===== config.mk =====
export PLATFORM = sky130hd
export DESIGN_NAME = rca_serial_add
export DESIGN_NICKNAME = d
export VERILOG_FILES = /design/src/rtl/alu_pkg.sv /design/src/rtl/fa_inc_cell.sv /design/src/rtl/rca_serial_add.sv
export SDC_FILE = /design/constraint.sdc
export NUM_CORES = 1
export LEC_CHECK = 0
export ABC_AREA = 0
export CAP_MARGIN = 20
export CORE_MARGIN = 8
export CORE_UTILIZATION = 30
export CTS_BUF_LIST = sky130_fd_sc_hd__clkbuf_4 sky130_fd_sc_hd__clkbuf_8 sky130_fd_sc_hd__clkbuf_16
export CTS_CLUSTER_DIAMETER = 80
export CTS_CLUSTER_SIZE = 25
export DETAILED_ROUTE_END_ITERATION = 10
export SLEW_MARGIN = 20
export SYNTH_ARGS = -nofsm -noshare
export SYNTH_HDL_FRONTEND = slang
export SYNTH_SLANG_ARGS = --single-unit

===== constraint.sdc =====
create_clock -name clk -period 3.95 [get_ports clk]
set_input_delay 0.79 -clock clk [delete_from_list [all_inputs] [get_ports clk]]
set_output_delay 0.79 -clock clk [all_outputs]
set_load 0.05 [all_outputs]

===== src/rtl/alu_pkg.sv =====
// Shared ALU definitions: default datapath width and sequencer state encoding.
// Used by the serial adder, the combinational subtractor and the ALU sequencer.
package alu_pkg;

    localparam int unsigned ALU_WIDTH = 16;

    typedef enum logic [1:0] {
        IDLE = 2'd0,
        RUN  = 2'd1,
        DONE = 2'd2
    } alu_state_e;

endpackage


===== src/rtl/fa_inc_cell.sv =====
// Single-bit carry full adder; carry-polarity mirror of the borrow full-subtractor cell.
module fa_inc_cell (
    input  logic x,
    input  logic y,
    input  logic cin,
    output logic z,
    output logic cout
);

    assign z    = x ^ y ^ cin;
    assign cout = (x & y) | (x & cin) | (y & cin);

endmodule


===== src/rtl/rca_serial_add.sv =====
// Bit-serial adder: one full-adder cell and a carry flop iterated LSB-first over WIDTH cycles,
// with a start/busy/done handshake; sum, cout and ovf are registered and update only on completion.
module rca_serial_add
    import alu_pkg::*;
#(
    parameter int unsigned WIDTH = ALU_WIDTH,
    parameter int unsigned CNT_W = 5
) (
    input  logic             clk,
    input  logic             rst,
    input  logic             start,
    input  logic [WIDTH-1:0] a,
    input  logic [WIDTH-1:0] b,
    input  logic             cin,
    output logic             busy,
    output logic             done,
    output logic [WIDTH-1:0] sum,
    output logic             cout,
    output logic             ovf
);

    alu_state_e       state_q, state_d;
    logic [WIDTH-1:0] a_sh_q, a_sh_d;
    logic [WIDTH-1:0] b_sh_q, b_sh_d;
    logic [WIDTH-1:0] res_sh_q, res_sh_d;
    logic [CNT_W-1:0] cnt_q, cnt_d;
    logic             carry_q, carry_d;
    logic             msb_carry_q, msb_carry_d;
    logic             busy_q, busy_d;
    logic             done_q, done_d;
    logic [WIDTH-1:0] sum_q, sum_d;
    logic             cout_q, cout_d;
    logic             ovf_q, ovf_d;

    logic cell_z;
    logic cell_cout;

    fa_inc_cell u_cell (
        .x    (a_sh_q[0]),
        .y    (b_sh_q[0]),
        .cin  (carry_q),
        .z    (cell_z),
        .cout (cell_cout)
    );

    always_comb begin
        state_d     = state_q;
        a_sh_d      = a_sh_q;
        b_sh_d      = b_sh_q;
        res_sh_d    = res_sh_q;
        cnt_d       = cnt_q;
        carry_d     = carry_q;
        msb_carry_d = msb_carry_q;
        busy_d      = busy_q;
        done_d      = 1'b0;
        sum_d       = sum_q;
        cout_d      = cout_q;
        ovf_d       = ovf_q;

        case (state_q)
            IDLE, DONE: begin
                if (start) begin
                    a_sh_d  = a;
                    b_sh_d  = b;
                    carry_d = cin;
                    cnt_d   = '0;
                    state_d = RUN;
                    busy_d  = 1'b1;
                end else begin
                    state_d = IDLE;
                    busy_d  = 1'b0;
                end
            end
            RUN: begin
                // Result fills from the MSB side so bit 0 lands at the LSB after WIDTH shifts.
                a_sh_d   = a_sh_q >> 1;
                b_sh_d   = b_sh_q >> 1;
                res_sh_d = {cell_z, res_sh_q[WIDTH-1:1]};
                carry_d  = cell_cout;
                cnt_d    = cnt_q + 1'b1;
                if (cnt_q == CNT_W'(WIDTH - 2)) begin
                    msb_carry_d = cell_cout;
                end
                if (cnt_q == CNT_W'(WIDTH - 1)) begin
                    state_d = DONE;
                    busy_d  = 1'b0;
                    done_d  = 1'b1;
                    sum_d   = res_sh_d;
                    cout_d  = cell_cout;
                    ovf_d   = msb_carry_q ^ cell_cout;
                end
            end
            default: begin
                state_d = IDLE;
                busy_d  = 1'b0;
            end
        endcase
    end

    always_ff @(posedge clk) begin
        if (rst) begin
            state_q     <= IDLE;
            a_sh_q      <= '0;
            b_sh_q      <= '0;
            res_sh_q    <= '0;
            cnt_q       <= '0;
            carry_q     <= 1'b0;
            msb_carry_q <= 1'b0;
            busy_q      <= 1'b0;
            done_q      <= 1'b0;
            sum_q       <= '0;
            cout_q      <= 1'b0;
            ovf_q       <= 1'b0;
        end else begin
            state_q     <= state_d;
            a_sh_q      <= a_sh_d;
            b_sh_q      <= b_sh_d;
            res_sh_q    <= res_sh_d;
            cnt_q       <= cnt_d;
            carry_q     <= carry_d;
            msb_carry_q <= msb_carry_d;
            busy_q      <= busy_d;
            done_q      <= done_d;
            sum_q       <= sum_d;
            cout_q      <= cout_d;
            ovf_q       <= ovf_d;
        end
    end

    assign busy = busy_q;
    assign done = done_q;
    assign sum  = sum_q;
    assign cout = cout_q;
    assign ovf  = ovf_q;

endmodule


* Word-level counts from Yosys, hierarchy flattened *
Cells that the tools add are included.

word-level totals
  flip-flop bits (word level) = 77
  input bits = 36
  output and inout port bits = 20

cells by class
  add/subtract/negate cells = 1
  eq/ne operators = 6
  muxes and demuxes = 15
  bitwise gates (word level) = 9
  reductions and logical operators = 7

operators with widths
  kind                 count
  $pmux 16 s2          2
  $mux 16              2
  $eq 5x4->1 const B   2
  $pmux 5 s2           1
  $reduce_and 2->1     3
  $add 5x1->5 const B  1
  $mux 1               5
  $mux 5               1
  $ne 2x2->1 const B   2
  $pmux 1 s2           2
  $pmux 2 s2           1
  $reduce_or 2->1      2
  $and 1x1->1          3
  $xor 1x1->1          3
  $eq 2x1->1 const B   1
  $eq 2x2->1 const B   1
  $logic_not 2->1      1
  $mux 2               1
  $or 1x1->1           2
  $reduce_bool 2->1    1
  $not 1->1            1

* Logic depth before layout (Yosys ltp) *
Gate-level depths: netlist of the first run.

  depth in word-level cells = 4
  gate-level depth with buffers = 8
  mapped depth without buffers = 6

* Hierarchy *
From an unflattened synthesis of the first run, not the netlist that was laid out.

unflattened totals
  cell total of the unflattened synthesis = 346
  area, all modules = 2,967.8 µm²

by module, submodules not included
  module          times used  cells an instance  area an instance (µm²)  seq. area each (µm²)
  rca_serial_add  1           345                2,947.8                 1,521.5
  fa_inc_cell     1           1                  20.0                    0.0

* Worst setup path after synthesis of the first run *
No wires, ideal clock.

  kind = register to register
  start = register cnt_q[0]
  end = register ovf_q, in the netlist ovf
  library setup time = 86 ps
  data arrival time = 1,547 ps
  required time = 3,864 ps
  slack = 2,317 ps
  cell stages (with the launch flop) = 8
  path buffers = 2
  cell sequence = dfxtp_1 -> ha_1 -> and3_1 -> ha_1 -> and3b_1 -> buf_2 -> buf_4 -> a211oi_1

on the way
  cells in the longest elaborated chain, start to end = 2

ends and longest elaborated chain
  what                               RTL line               source
  start, declared                    rca_serial_add.sv:26   logic [CNT_W-1:0] cnt_q, cnt_d;
  start signal, assigned             rca_serial_add.sv:119  cnt_q <= cnt_d;
  $eq 5x4->1                         rca_serial_add.sv:84   if (cnt_q == CNT_W'(WIDTH - 1)) begin
  $reduce_and 2->1 (no source line)  n/a
  end signal, assigned               rca_serial_add.sv:126  ovf_q <= ovf_d;
  end, declared                      rca_serial_add.sv:33   logic ovf_q, ovf_d;

No other way between the ends.
A chain may end at the register's enable or synchronous reset.

* Worst setup path in the final report of the first run *
  start = register ovf_q, in the netlist ovf
  end = output port ovf

RTL lines
  what           RTL line              source
  end, declared  rca_serial_add.sv:19  output logic ovf

No word-level cell between the ends.

==> impl_metrics.tcl, run 1 <==
set metrics [dict create \
    stdcell_area_mm2 0.00376 \
    overflow 0 \
    post-dp-hpwl_um 4480 \
    hold_viol_final 0 \
    initial_core_util_pct 30.7 \
    setup_viol 0 \
    final_cell_mix "dfxtp_1, a21oi_1, nand2_1, clkdlybuf4s50_1, nand3_1" \
    grt_pass1_vias 2433 \
    dieArea_mm2 0.0133 \
    dpl-instance-area_mm2 0.00355 \
    fin_nets 424 \
    nFillCells 1039 \
    numClockSinks 76 \
    yosys_warnings 0 \
    required_ps 3160 \
    crit_buf_inv 1 \
    cts_tree "yes" \
    die_w_um 115 \
    synthToLayoutAreaGrowth_pct 26.7 \
    critical_path.startpoint_type "flip-flop" \
    vias_per_cell 4.84 \
    maxCapViolCount 0 \
    hold_path.class "reg2reg" \
    synth_fp_nets 386 \
    cts_root_buffer "clkbuf_8" \
    ios 56 \
    multiInputGateArea_mm2 0.00128 \
    min_period_over_period_pct 58.8 \
    hold_buffers 0 \
    grt_first_pass_wirelength_um 11600 \
    die_y_um 115 \
    antenna_found_initial 0 \
    final_common_cell "dfxtp_1" \
    track_usage_pct 10.9 \
    setup_slack_ps 1630 \
    port_buffers 55 \
    ys_seq_elements 76 \
    slew_viol_final 0 \
    worst_pin_slew_ps 755 \
    grt_max_degree 56 \
    cts_made_buffers 9 \
    rows 36 \
    clk_latency_ps 340 \
    globalplace.congestion 0.723 \
    crit_type "reg2out" \
    end_kind "primary output" \
    relSlewSlack_pct 49.5 \
    fin_cells 522 \
    power.leakage_nw 1.25 \
    coreArea_mm2 0.00968 \
    num_vias 2524 \
    synthCells 346 \
    wire_per_inst_um 13.5 \
    setup_tns_ps 0 \
    total_power_mw 1.57 \
    synth_cell_type_count 30 \
    dp_slack_ps 1520 \
    cts_resized 0 \
    syn-cell-area_mm2 0.00297 \
    path_max_fanout 2 \
    fin_util_pct 38.9 \
    cp_cell_sequence "clkdlybuf4s50_1" \
    slowest_stage "clkdlybuf4s50_1" \
    synth_edf_count 0 \
    cts_setup_buffers 0 \
    diodes 0 \
    clkTransAtPathRegs_ps 70 \
    cpPeakStageDelay_ps 830 \
    irDropWorstVdd_mv 0.197 \
    holdWs_ps 455 \
    drtIter0Drc 194 \
    drive_gt1_share_pct 6.68 \
    place_inst 506 \
    wl_um 7060 \
    critPathTopFamily "buffers and inverters" \
    dr.pass1.iters 5 \
    seq_area_mm2 0.00152 \
    ant_nets 0 \
    status "finished, final reports clean" \
    clockBufferDepth 2 \
    ys_async_sr_fraction_pct 0 \
    cts_max_level 3 \
    synthFlopType "dfxtp_1" \
    power_density_mw_per_mm2 417 \
    syn_area_per_cell_um2 8.58 \
    rsz0062_at_grt "false" \
    fin_skew_ps 5.45 \
    timing.fmax_ghz 0.431 \
    min_period_ps 2320 \
    seq_area_frac_synth_pct 51.2 \
    drc_errors 0 \
    arrival_ps 1530 \
]
[synth_stat cells, types with 2 or more instances]
library cell / n / area [um^2]
dfxtp_1: 76 / 1520
a21oi_1: 70 / 350
nand2_1: 67 / 251
nand3_1: 36 / 180
a22oi_1: 31 / 233
buf_2: 21 / 105
clkbuf_1: 5 / 18.8
nor2_1: 5 / 18.8
nand2b_1: 4 / 25.0
buf_4: 3 / 22.5
ha_1: 3 / 37.5
inv_1: 3 / 11.3
nor2b_1: 3 / 18.8
buf_6: 2 / 22.5
nand3b_1: 2 / 15.0
[power breakdown]
part           total [mW]  switching, mW  internal [mW]  leakage [nW]
Sequential          0.810         0.0169          0.793         0.618
Combinational       0.154         0.0874         0.0665         0.528
Clock               0.604          0.273          0.331         0.106
Total                1.57          0.377           1.19          1.25
[path summary, 6_finish.rpt]
check	from	end	slack (ps)	depth (start not counted)
setup / recovery	ovf	ovf	1630	1
hold / removal	sum[1]	sum[1]	450	2
setup reg to reg	cnt_q[1]	sum[5]	1980	6
hold reg to reg	sum[1]	sum[1]	450	2
[state kept, by name (all words and copies together), names as in the netlist]
signal and cells:
cout 1, sum 16, state_q 2, msb_carry_q 1, done 1, cnt_q 5, busy 1, a_sh_q 16
res_sh_q 15, b_sh_q 16, carry_q 1, ovf 1
[cell type report]
type / count / area share, %
clock buffer: 12 / 4.22
clock inverter: 4 / 1.26
inverter: 3 / 0.299
multi-input combinational: 235 / 34.1
sequential: 76 / 40.4
tap: 133 / 4.42
timing repair buffer: 59 / 15.3
[metal layers]
metal / track usage, % / share of wire (%)
met1: 13.7 / 46
met2: 16.6 / 44
met3: 4.17 / 8.7
met4: 3.68 / 1.2
met5: 0 / 0
[cell families (layout without fill, tap and decap cells)]
family | after synthesis | after routing | share of synthesized area [%]
flip-flops | 76 | 76 | 51.2
buffers and inverters | 35 | 78 | 6.19
AO/OA/AOI/OAI | 106 | 106 | 21.0
AND/OR/NAND/NOR | 122 | 122 | 18.4
adder cells (fa/ha/maj) | 4 | 4 | 1.94
XOR/XNOR | 1 | 1 | 0.295
multiplexers | 2 | 2 | 0.885
Power figures use the tool's default switching activity.
==> run 2, diff against run 1 <==
- clock period: 3.95 -> 2 ns (I/O delays scaled with it)
==> run 2 against run 1 <==
Compared with the run above:
- sequential share of layout area fell by 1.3 points
- cell count rose by 2.3%
- clock power grew 140%
- non-clock buffer count up 12
- register-to-register slack worse by 1700 ps
- core utilization increased by 1.3 points
- clock skew is 5.4 ps higher
- sequential power up 98%
- sequential cell count is the same
- total power rose by 110%
- first-iteration DRC count grew 1.5%
- critical path depth unchanged
- critical endpoint is now busy
- largest power group unchanged
==> impl_metrics.tcl, run 2 (synthesized netlist as in run 1, its figures left out) <==
set metrics [dict create \
    final_common_cell "dfxtp_1" \
    power.internal_mw 2.58 \
    slew_viol_final 0 \
    clk_latency_ps 350 \
    end_kind "primary output" \
    power.switching_mw 0.766 \
    clockBufferDepth 2 \
    overflow 0 \
    num_vias 2585 \
    fin_skew_ps 10.9 \
    final_cell_mix "dfxtp_1, a21oi_1, nand2_1, clkdlybuf4s50_1, nand3_1" \
    crit_type "reg2out" \
    maxCapViolCount 0 \
    power_density_mw_per_mm2 860 \
    r2r_end "sum[1]" \
    post-dp-hpwl_um 4840 \
    clkTransAtPathRegs_ps 70 \
    dieArea_mm2 0.0133 \
    drive_gt1_share_pct 9.48 \
    die_w_um 115 \
    hold_buffers 0 \
    rows 36 \
    cts_resized 0 \
    timing.fmax_ghz 0.519 \
    initial_core_util_pct 30.7 \
    p_seq_share_pct 47.8 \
    dpl-instance-area_mm2 0.00364 \
    required_ps 1600 \
    worst_pin_slew_ps 515 \
    p_comb_share_pct 9.7 \
    status "finished, final reports clean" \
    drtIter0Drc 197 \
    grt_max_degree 35 \
    hold_path.class "in2reg" \
    cpPeakStageDelay_ps 820 \
    hold_viol_final 0 \
    cts_root_buffer "clkbuf_8" \
    min_period_over_period_pct 96.4 \
    fin_nets 436 \
    place_inst 518 \
    stdcell_area_mm2 0.00389 \
    fin_util_pct 40.1 \
    reg2reg_depth 7 \
    relSlewSlack_pct 65.5 \
    critPathLaunch "busy" \
    die_y_um 115 \
    wl_um 6960 \
    cts_tree "yes" \
    hold_path_depth 2 \
    critical_path.startpoint_type "flip-flop" \
    coreArea_mm2 0.00968 \
    diodes 0 \
    cts_made_buffers 9 \
    slowest_stage "clkdlybuf4s50_1" \
    reg2reg_slack_ps 310 \
    setup_tns_ps 0 \
    grt_pass1_vias 2434 \
    drc_errors 0 \
    r2r_start "cnt_q[1]" \
    cp_cell_sequence "clkdlybuf4s50_1" \
    irDropWorstVdd_mv 0.405 \
    critPathTopFamily "buffers and inverters" \
    grt_first_pass_wirelength_um 11400 \
    min_to "state_q[0]" \
    power.leakage_nw 1.33 \
    ios 56 \
    synthToLayoutAreaGrowth_pct 30.9 \
    setup_viol 0 \
    arrival_ps 1530 \
    fin_cells 534 \
    globalplace.congestion 0.707 \
    antenna_found_initial 0 \
    pwr-share-clk_pct 42.5 \
    path_max_fanout 2 \
    wire_per_inst_um 13.0 \
    rsz0062_at_grt "false" \
    min_from "rst" \
    cts_setup_buffers 0 \
    dr.pass1.iters 4 \
    numClockSinks 76 \
    ant_nets 0 \
    swShare_pct 22.9 \
    crit_buf_inv 1 \
    port_buffers 55 \
    min_period_ps 1930 \
    vias_per_cell 4.84 \
    track_usage_pct 10.6 \
    cts_max_level 3 \
]
## run 2: per-stage QoR
stage	hold slack, ps	setup slack (ps)	power (mW)
after floorplan	432	367	1.83
after global placement	442	299	1.95
after detailed placement	447	245	1.96
after CTS	386	41.5	3.38
after global routing	416	14.3	3.49
final	398	72.2	3.34
## run 2: power by group through the flow
stage / Sequential, mW / Combinational [mW] / Clock, mW
2_1_floorplan: 1.63 / 0.199 / 0
3_3_place_gp: 1.63 / 0.322 / 0
3_5_place_dp: 1.64 / 0.324 / 0
4_1_cts: 1.60 / 0.325 / 1.46
5_1_grt: 1.61 / 0.356 / 1.53
6_report: 1.60 / 0.324 / 1.42
## run 2: per-layer routing
metal	track usage (%)	vias to the layer above	part of all wire [%]	wire, um
met1	13.2	1189	47	3250
met5	0	-	0	0
li1	-	1303	-	-
met3	4.53	4	8.8	615
met2	16.4	89	44	3070
met4	2.89	0	0.45	31
## run 2: final cells by class
cell class	count	area, um^2
Timing Repair Buffer	71	666
Multi-Input combinational cell	235	1280
Fill cell	1023	5800
Clock buffer	10	138
Sequential cell	76	1520
Clock inverter	6	109
Inverter	3	11.3
Tap cell	133	166
## run 2: worst max path at each step
stage | endpoint | slack, ps | cells after the start
final | busy | 70 | 1
after global routing | ovf | 10 | 1
after CTS | busy | 40 | 1
after detailed placement | a_sh_q[3] | 240 | 5
after global placement | a_sh_q[14] | 300 | 5
after floorplan | ovf | 370 | 7
